<file path="config.mk">
export PLATFORM = sky130hd
export DESIGN_NAME = core_shift_iter
export DESIGN_NICKNAME = d
export VERILOG_FILES = /design/src/rtl/core_shift_iter.sv
export SDC_FILE = /design/constraint.sdc
export NUM_CORES = 1
export LEC_CHECK = 0
export ABC_CLOCK_PERIOD_IN_PS = 5000
export CORE_MARGIN = 2
export CORE_UTILIZATION = 25
export CTS_CLUSTER_DIAMETER = 30
export DETAILED_ROUTE_END_ITERATION = 16
export SLEW_MARGIN = 20
export SYNTH_ARGS = -nofsm -noshare
export SYNTH_HDL_FRONTEND = slang
export SYNTH_SLANG_ARGS = --single-unit
</file>
<file path="constraint.sdc">
create_clock -name clk -period 5 [get_ports clk]
set_input_delay 0.75 -clock clk [delete_from_list [all_inputs] [get_ports clk]]
set_output_delay 0.75 -clock clk [all_outputs]
set_load 0.05 [all_outputs]
</file>
<file path="src/rtl/core_shift_iter.sv">
// core_shift_iter: multi-cycle shift sequencer.
//
// Purpose: accepts one shift request at a time over a valid/ready handshake.
// The shift is performed as a series of partial shifts of at most STEP bits
// per cycle, and the result is returned over a second valid/ready handshake.
// This is the area-saving alternative to the single-cycle barrel shifter and
// uses the same operation codes and result semantics. The shift amount is
// masked to SHAMT_W bits, which gives RISC-V 5-bit masking for 32-bit data.
//
// Ports:
//   clk, rst     clock and synchronous active-high reset
//   req_valid    request present
//   req_ready    block can accept a request (IDLE only)
//   req_control  operation code (sll/srl/sra; anything else is a null op)
//   req_a        value to shift
//   req_b        shift amount; only the low SHAMT_W bits are used
//   rsp_valid    result available (DONE)
//   rsp_ready    consumer takes the result
//   rsp_data     registered shift result
//   busy         high whenever the sequencer is not IDLE

package core_pkg;
  localparam int DATA_WIDTH = 32;
endpackage

package shift_control_pkg;
  localparam int SHIFT_WIDTH_CODE = 2;
  localparam logic [SHIFT_WIDTH_CODE-1:0] shift_none = 2'd0;
  localparam logic [SHIFT_WIDTH_CODE-1:0] shift_sll  = 2'd1;
  localparam logic [SHIFT_WIDTH_CODE-1:0] shift_srl  = 2'd2;
  localparam logic [SHIFT_WIDTH_CODE-1:0] shift_sra  = 2'd3;
endpackage

module core_shift_iter #(
  parameter int DATA_WIDTH = core_pkg::DATA_WIDTH,
  parameter int STEP       = 4,
  parameter int SHAMT_W    = $clog2(DATA_WIDTH)
) (
  input  logic                                        clk,
  input  logic                                        rst,
  input  logic                                        req_valid,
  output logic                                        req_ready,
  input  logic [shift_control_pkg::SHIFT_WIDTH_CODE-1:0] req_control,
  input  logic [DATA_WIDTH-1:0]                       req_a,
  input  logic [DATA_WIDTH-1:0]                       req_b,
  output logic                                        rsp_valid,
  input  logic                                        rsp_ready,
  output logic [DATA_WIDTH-1:0]                       rsp_data,
  output logic                                        busy
);
  import shift_control_pkg::*;

  typedef enum logic [1:0] {IDLE, SHIFT, DONE} state_t;

  // The step limit is held at the width of the remaining-count so the
  // min() comparison needs no width juggling.
  localparam logic [SHAMT_W:0] STEP_W = (SHAMT_W+1)'(STEP);

  state_t                      state_q, state_d;
  logic [DATA_WIDTH-1:0]       acc_q, acc_d;
  logic [DATA_WIDTH-1:0]       rsp_data_q, rsp_data_d;
  logic [SHAMT_W:0]            rem_q, rem_d;
  logic [SHIFT_WIDTH_CODE-1:0] op_q, op_d;
  logic                        req_ready_q, req_ready_d;
  logic                        rsp_valid_q, rsp_valid_d;
  logic                        busy_q, busy_d;
  logic [SHAMT_W:0]            step;
  logic [DATA_WIDTH-1:0]       shifted;
  logic                        req_is_shift;
  logic [SHAMT_W-1:0]          req_shamt;

  // Upper shift-amount bits are deliberately ignored.
  logic unused_req_b_hi;
  assign unused_req_b_hi = ^req_b[DATA_WIDTH-1:SHAMT_W];

  assign req_shamt    = req_b[SHAMT_W-1:0];
  assign req_is_shift = (req_control == shift_sll) ||
                        (req_control == shift_srl) ||
                        (req_control == shift_sra);

  // Next-state logic. The handshake flags are registered from the next
  // state so no output has a combinational path from the inputs.
  always_comb begin
    state_d    = state_q;
    acc_d      = acc_q;
    rem_d      = rem_q;
    op_d       = op_q;
    rsp_data_d = rsp_data_q;

    step = (rem_q < STEP_W) ? rem_q : STEP_W;

    // The arithmetic shift fills from acc's MSB, which still holds the
    // original sign because only right shifts are ever applied for sra.
    case (op_q)
      shift_sll: shifted = acc_q << step;
      shift_srl: shifted = acc_q >> step;
      shift_sra: shifted = DATA_WIDTH'($signed(acc_q) >>> step);
      default:   shifted = acc_q;
    endcase

    case (state_q)
      IDLE: begin
        if (req_valid && req_ready_q) begin
          acc_d = req_a;
          op_d  = req_control;
          rem_d = {1'b0, req_shamt};
          if (!req_is_shift) begin
            acc_d      = '0;
            rsp_data_d = '0;
            state_d    = DONE;
          end else if (req_shamt == '0) begin
            rsp_data_d = req_a;
            state_d    = DONE;
          end else begin
            state_d = SHIFT;
          end
        end
      end
      SHIFT: begin
        acc_d = shifted;
        rem_d = rem_q - step;
        if (rem_d == '0) begin
          rsp_data_d = shifted;
          state_d    = DONE;
        end
      end
      DONE: begin
        if (rsp_ready) state_d = IDLE;
      end
      default: state_d = IDLE;
    endcase

    req_ready_d = (state_d == IDLE);
    rsp_valid_d = (state_d == DONE);
    busy_d      = (state_d != IDLE);
  end

  // State and registered outputs. Reset discards any in-flight result.
  always_ff @(posedge clk) begin
    if (rst) begin
      state_q     <= IDLE;
      acc_q       <= '0;
      rem_q       <= '0;
      op_q        <= shift_none;
      rsp_data_q  <= '0;
      req_ready_q <= 1'b0;
      rsp_valid_q <= 1'b0;
      busy_q      <= 1'b0;
    end else begin
      state_q     <= state_d;
      acc_q       <= acc_d;
      rem_q       <= rem_d;
      op_q        <= op_d;
      rsp_data_q  <= rsp_data_d;
      req_ready_q <= req_ready_d;
      rsp_valid_q <= rsp_valid_d;
      busy_q      <= busy_d;
    end
  end

  assign req_ready = req_ready_q;
  assign rsp_valid = rsp_valid_q;
  assign rsp_data  = rsp_data_q;
  assign busy      = busy_q;

endmodule

</file>
# Word-level counts from Yosys, hierarchy flattened
# Cells that the tools add are included.
[classes] n_eq_ne=12 magnitude_cmp=1 n_shift=3 muxes=18 add_sub_neg=1 n_reduce_logical=12
[ops] op="32-bit 2-to-1 mux" count=6
[ops] op="32-bit one-hot mux with 2 select lines" count=2
[ops] op="32-bit one-hot mux with 3 select lines" count=1
[ops] op="32-bit by 6-bit << shifter with 32-bit output" count=1
[ops] op="32-bit by 6-bit >> shifter with 32-bit output" count=1
[ops] op="32-bit by 6-bit >>> shifter with 32-bit output" count=1
[ops] op="2-bit equality test, second input constant" count=6
[ops] op="6-bit 2-to-1 mux" count=2
[ops] op="6-bit one-hot mux with 2 select lines" count=1
[ops] op="2-bit 2-to-1 mux" count=5
[ops] op="2-bit by 1-bit equality test with 1-bit output, second input constant" count=3
[ops] op="6-bit zero test" count=1
[ops] op="6-bit by 3-bit < comparator with 1-bit output, second input constant" count=1
[ops] op="2-bit one-hot mux with 3 select lines" count=1
[ops] op="6-bit subtractor" count=1
[ops] op="5-bit zero test" count=1
[ops] op="2-bit zero test" count=2
[ops] op="2-bit inequality test, second input constant" count=2
[ops] op="2-bit AND reduction" count=2
[ops] op="4-bit AND reduction" count=1
[ops] op="2-bit nonzero test" count=2
[ops] op="3-bit inequality test, second input constant" count=1
[ops] op="1-bit logical OR" count=2
[ops] op="1-bit logical AND" count=1
[word_totals] input_bits=70 reg_bits=77

# Longest topological paths before layout
[logic_depth] word_depth=7 ltp_mapped=16 ltp_nobuf=9

# Least setup slack after synthesis
# Ideal clock, no wire load.
[synth_path] path_kind="register to register" start="reg rem_q[2]" end="reg rsp_data_q[8], in the netlist rsp_data[8]" synth_period_minus_slack_ns=3.170 arrival_ns=3.083 path_slack_ns=1.830 path_stages_with_launch=15 n_path_buf=6 cell_sequence="dfxtp_1 buf_4 or4_4 buf_6 buf_6 clkbuf_1 clkbuf_1 nand2_1 ha_1 nor3b_1 o211ai_1 nand2_1 clkbuf_1 nand2_1 o31ai_1"
[synth_via] elab_chain_cells=6 word_cells_on_any_way=12 classes_between="1 x add/sub; 1 x order compare; 1 x eq/ne; 3 x shift; 4 x mux; 2 x reduce/logical"
[synth_rtl] item="from (decl)" line_no="62" text="logic [SHAMT_W:0] rem_q, rem_d;"
[synth_rtl] item="from (signal assigned)" line_no="152" text="rem_q <= rem_d;"
[synth_rtl] item="6-bit by 3-bit < comparator with 1-bit output" line_no="90" text="step = (rem_q < STEP_W) ? rem_q : STEP_W;"
[synth_rtl] item="6-bit 2-to-1 mux" line_no="90"
[synth_rtl] item="32-bit by 6-bit >>> shifter with 32-bit output, or another cell as far along" line_no="97" text="shift_sra: shifted = DATA_WIDTH'($signed(acc_q) >>> step);"
[synth_rtl] item="32-bit one-hot mux with 3 select lines or 6-bit zero test (tied branches)" line_no="94, 122"
[synth_rtl] item="32-bit 2-to-1 mux or 2-bit inequality test (tied branches)"
[synth_rtl] item="32-bit one-hot mux with 2 select lines or 4-bit AND reduction (tied branches)"
[synth_rtl] item="to (signal assigned)" line_no="154" text="rsp_data_q <= rsp_data_d;"
[synth_rtl] item="to (decl)" line_no="61" text="logic [DATA_WIDTH-1:0] rsp_data_q, rsp_data_d;"
# Parallel ways exist; a longest one is shown, timed or not. The select of a mux whose other input is x is not followed.
# A chain may end at the register's enable or synchronous reset.

# Worst setup path after layout
[layout_path] start="reg rem_q[3]" end="reg rsp_data_q[31], in the netlist rsp_data[31]"
# The elaborated chain is that of the path after synthesis.

==> qor.csv <==
stage;metric;value;unit
placed_design;DPL Wire Length;18700;µm
timing;Final Cycle Share;0.733;
global_routing;global-route usage over all layers;0.206;
setup_path;setup slack, reg-to-reg;1.34;ns
job;total of max-cap violations;0;
yosys;post-synthesis xor/xnor area fraction;0.00143;
setup_path;CP max stage delay;0.84;ns
clock_tree;clock buffer depth;2;
yosys;Synth Instances;832;
yosys;Async S/R FF share, synth;0;
yosys;post-synthesis compound-gate area fraction;0.389;
placed_design;Port Buffers;77;
yosys;Primary FF master, synth;dfxtp_1;
setup_path;critical path startpoint category;flip-flop;
global_routing;largest net degree at the start of global routing;54;
run_status;run status;complete, no violations;
yosys;Synth cell types;75;
yosys;Synth area leaders;dfxtp_1 (25%), a21oi_1 (6.8%), o21ai_0 (6.3%), clkbuf_1 (4.2%), nand2_1 (4.2%);
clock_tree;CTS Root Cell;clkbuf_16;
timing;Hold Fails Final Rpt;0;
clock_tree;post-CTS sizing;0;
timing;unrepaired setup endpoints after global routing;false;
final_layout;Final Net Count;926;
setup_path;CP Buf/Inv Count;1;
global_routing;initial antenna violation count;0;
global_routing;Overflow after GRT;0;
clock_tree;clk_lat worst skew;0.35;ns
routing;DRT iter0 DRCs;976;
clock_tree;Num Clock Sinks;77;
routing;post-DR wirelength/cell;22.9;µm
worst_hold_path;worst hold path class;flip-flop to flip-flop;
clock_tree;hold_buf cts;0;
timing;Max Fclk;273;MHz
clock_tree;Post-CTS Setup Bufs;0;
yosys;Post-synth EDFFs;0;
floorplan;Cell Rows;57;
timing;Max-slew headroom;0.286;
setup_path;Setup CP Type;flip-flop to flip-flop;
final_layout;fillers;2634;
floorplan;Initial Utilization;0.253;
yosys;simple-gate share of the synthesized area;0.214;
yosys;#FFs+latches synth;77;
floorplan;DIE AREA;25700;µm²
setup_path;CP Capture Type;flip-flop;
routing;total number of vias;7316;
timing;Slew @ Worst Pin;1.07;ns
yosys;most common library cells after synthesis;a21oi_1 (83), dfxtp_1 (77), o21ai_0 (77), clkbuf_1 (69), nand2_1 (68);
final_layout;Sequential cell area;1540;µm²
setup_path;CP Data Arrival Time;3.91;ns
timing;setup TNS;0;ns
global_routing;first-pass GRT wire length;41700;µm
worst_hold_path;Hold Path End;rsp_data[27];
routing;Via density;6.18;
yosys;cell taking the most area after synthesis;dfxtp_1;
yosys;count leader, synth;a21oi_1;
clock_tree;TritonCTS clock tree;built;
setup_path;CP top delay family;simple AND/OR/NAND/NOR gates;
yosys;Syn. warnings;0;
setup_path;r2r endpoint;rsp_data[31];
pwr;Pleak;2.45;nW
yosys;Mapped Nets;903;
routing;Final ANT Viol Nets;0;
global_routing;grt met3 use;0.0403;
pwr;PwrDens;319;nW/µm²
final_layout;multi-input logic area;4140;µm²
setup_path;reg2reg path depth;7;
yosys;Cell Area, Synth;6110;µm²
floorplan;Die Span Y;160;µm
setup_path;Critical Path RT;5.25;ns
global_routing;vias in the first global route;6791;
setup_path;CP Cell Sequence;or4_4 > buf_4 > nor2_2 > o21ai_0 > a2111oi_0 > and4b_1 > o41ai_1;
worst_hold_path;hold path depth;2;
timing;Slew Viols, Final;0;
timing;Final Setup Violations;0;
yosys;synthesized area per cell;7.34;µm²
global_routing;M1 GR Usage;0.274;
worst_hold_path;hold_sp;rsp_data[27];
yosys;area share of the largest cell type after synthesis;0.252;
clock_tree;H-tree levels;3;
setup_path;reg-to-reg startpoint;rem_q[3];
yosys;main combinational cell family by area after synthesis;compound AO/OA/AOI/OAI gates;
setup_path;crit path max fanout;28;
global_routing;met2 global-route usage;0.321;
timing;Min Clock Period, post-route;3.66;ns
routing;drc violations;0;
clock_tree;total CTS buffers;9;
setup_path;CP max stage cell;nor2_2;
timing;hold slack;0.483;ns
yosys;Synth Area in Adders;0.00205;
routing;Pre-antenna DRT Iters;5;
yosys;mux cell area share after synthesis;0.0690;
floorplan;IO Pins;105;
floorplan;Die Wd;160;µm
timing;Max Clock Skew;0.00941;ns
placed_design;routability cong.;0.959;
routing;Routed WL;27100;µm
final_layout;area delta synth->final;21.8;%
clock_tree;CTS clock-pin slew for the worst setup and hold paths;0.06;ns
final_layout;ant diodes;0;
pwr;VDD IR max;147;µV
final_layout;layout cell share with drive strength beyond 1;0.0919;
global_routing;GRT Max-Usage Layer;met2;
floorplan;Core ar.;24200;µm²
yosys;register area share after synthesis;0.252;
## stage by stage
step / worst slack (ns) / instances / total power, mW / cell area [µm²] / utilization
final: 1.34 / 1184 / 2.37 / 7440 / 0.308
after global routing: 1.24 / 1184 / 2.46 / 7440 / 0.308
after CTS: 1.53 / 1184 / 2.36 / 7440 / 0.308
after detailed placement: 1.56 / 1168 / 1.59 / 7100 / 0.294
after global placement: 1.55 / 1168 / 1.59 / 7100 / 0.294
after floorplan: 1.83 / 832 / 1.31 / 6110 / -
## worst register-to-register path, stage by stage (launching register included)
cell and delay [ns]:
dfxtp_1 0.44, or4_4 0.69, buf_4 0.30, nor2_2 0.85, o21ai_0 0.16, a2111oi_0 0.49, and4b_1 0.31, o41ai_1 0.33
## metal layers
layer | part of all wire | wire, µm
met4 | 0.050 | 1350
met2 | 0.43 | 11800
met5 | 0 | 0
met3 | 0.099 | 2670
met1 | 0.42 | 11300
## cell type report
| cell class | count | share of cell area |
|---|---|---|
| multi-input combinational | 651 | 0.556 |
| clock inverter | 4 | 0.0104 |
| clock buffer | 12 | 0.0358 |
| timing repair buffer | 103 | 0.129 |
| inverter | 13 | 0.00656 |
| sequential | 77 | 0.207 |
| tap | 324 | 0.0545 |
## cell usage in the layout (no fill, tap or decap), types with 6 or more instances in the layout
cell             synthesis  routed
a21oi_1                 83      83
o21ai_0                 77      77
dfxtp_1                 77      77
clkdlybuf4s50_1          0      76
nand2_1                 68      68
nor2_1                  56      54
nor3_1                  34      34
nand3_1                 27      27
buf_4                    1      26
o211ai_1                22      22
a211oi_1                22      22
a31oi_1                 20      20
or3_1                   15      15
o32ai_1                 14      14
mux2i_1                 14      14
a21o_1                  12      12
inv_1                   11      11
and3_1                  11      11
mux4_2                  10      10
o221ai_1                10      10
nor2b_1                 11      10
o22ai_1                 10      10
o31ai_1                  9       9
clkbuf_16                0       9
o41ai_1                  8       8
a22oi_1                  7       7
nand2b_1                 7       7
a32oi_1                  6       6
or2_2                    6       6
## registers in the layout, summed over array words and instances, names as in the netlist
signal and cells:
rem_q 6, rsp_valid 1, acc_q 32, state_q 2, rsp_data 32, req_ready 1, op_q 2, busy 1
## power by group
group	switching [mW]	internal, mW	leakage, nW	total (mW)
Clock	0.281	0.481	0.169	0.762
Sequential	0.0945	0.666	0.629	0.761
Combinational	0.558	0.292	1.65	0.849
## logic make-up (layout without fill, tap and decap cells)
kind of cell    count (synthesis)  in the layout
compound gates                356            356
simple gates                  263            263
buf+inv                       104            132
flops                          77             77
mux                            29             29
fa+ha+maj                       1              1
other cells                     1              1
xor+xnor                        1              1
## worst max path at each step
stage	start	endpoint	slack [ns]	cells after the start
floorplan	rem_q[2]	rsp_data[8]	1.83	14
global placement	rem_q[3]	rsp_data[31]	1.55	7
detailed placement	rem_q[3]	rsp_data[31]	1.56	7
CTS	rem_q[3]	rsp_data[31]	1.53	7
global route	rem_q[3]	rsp_data[31]	1.24	7
finish	rem_q[3]	rsp_data[31]	1.34	7
Note: power is estimated with default switching activity, not from simulation.
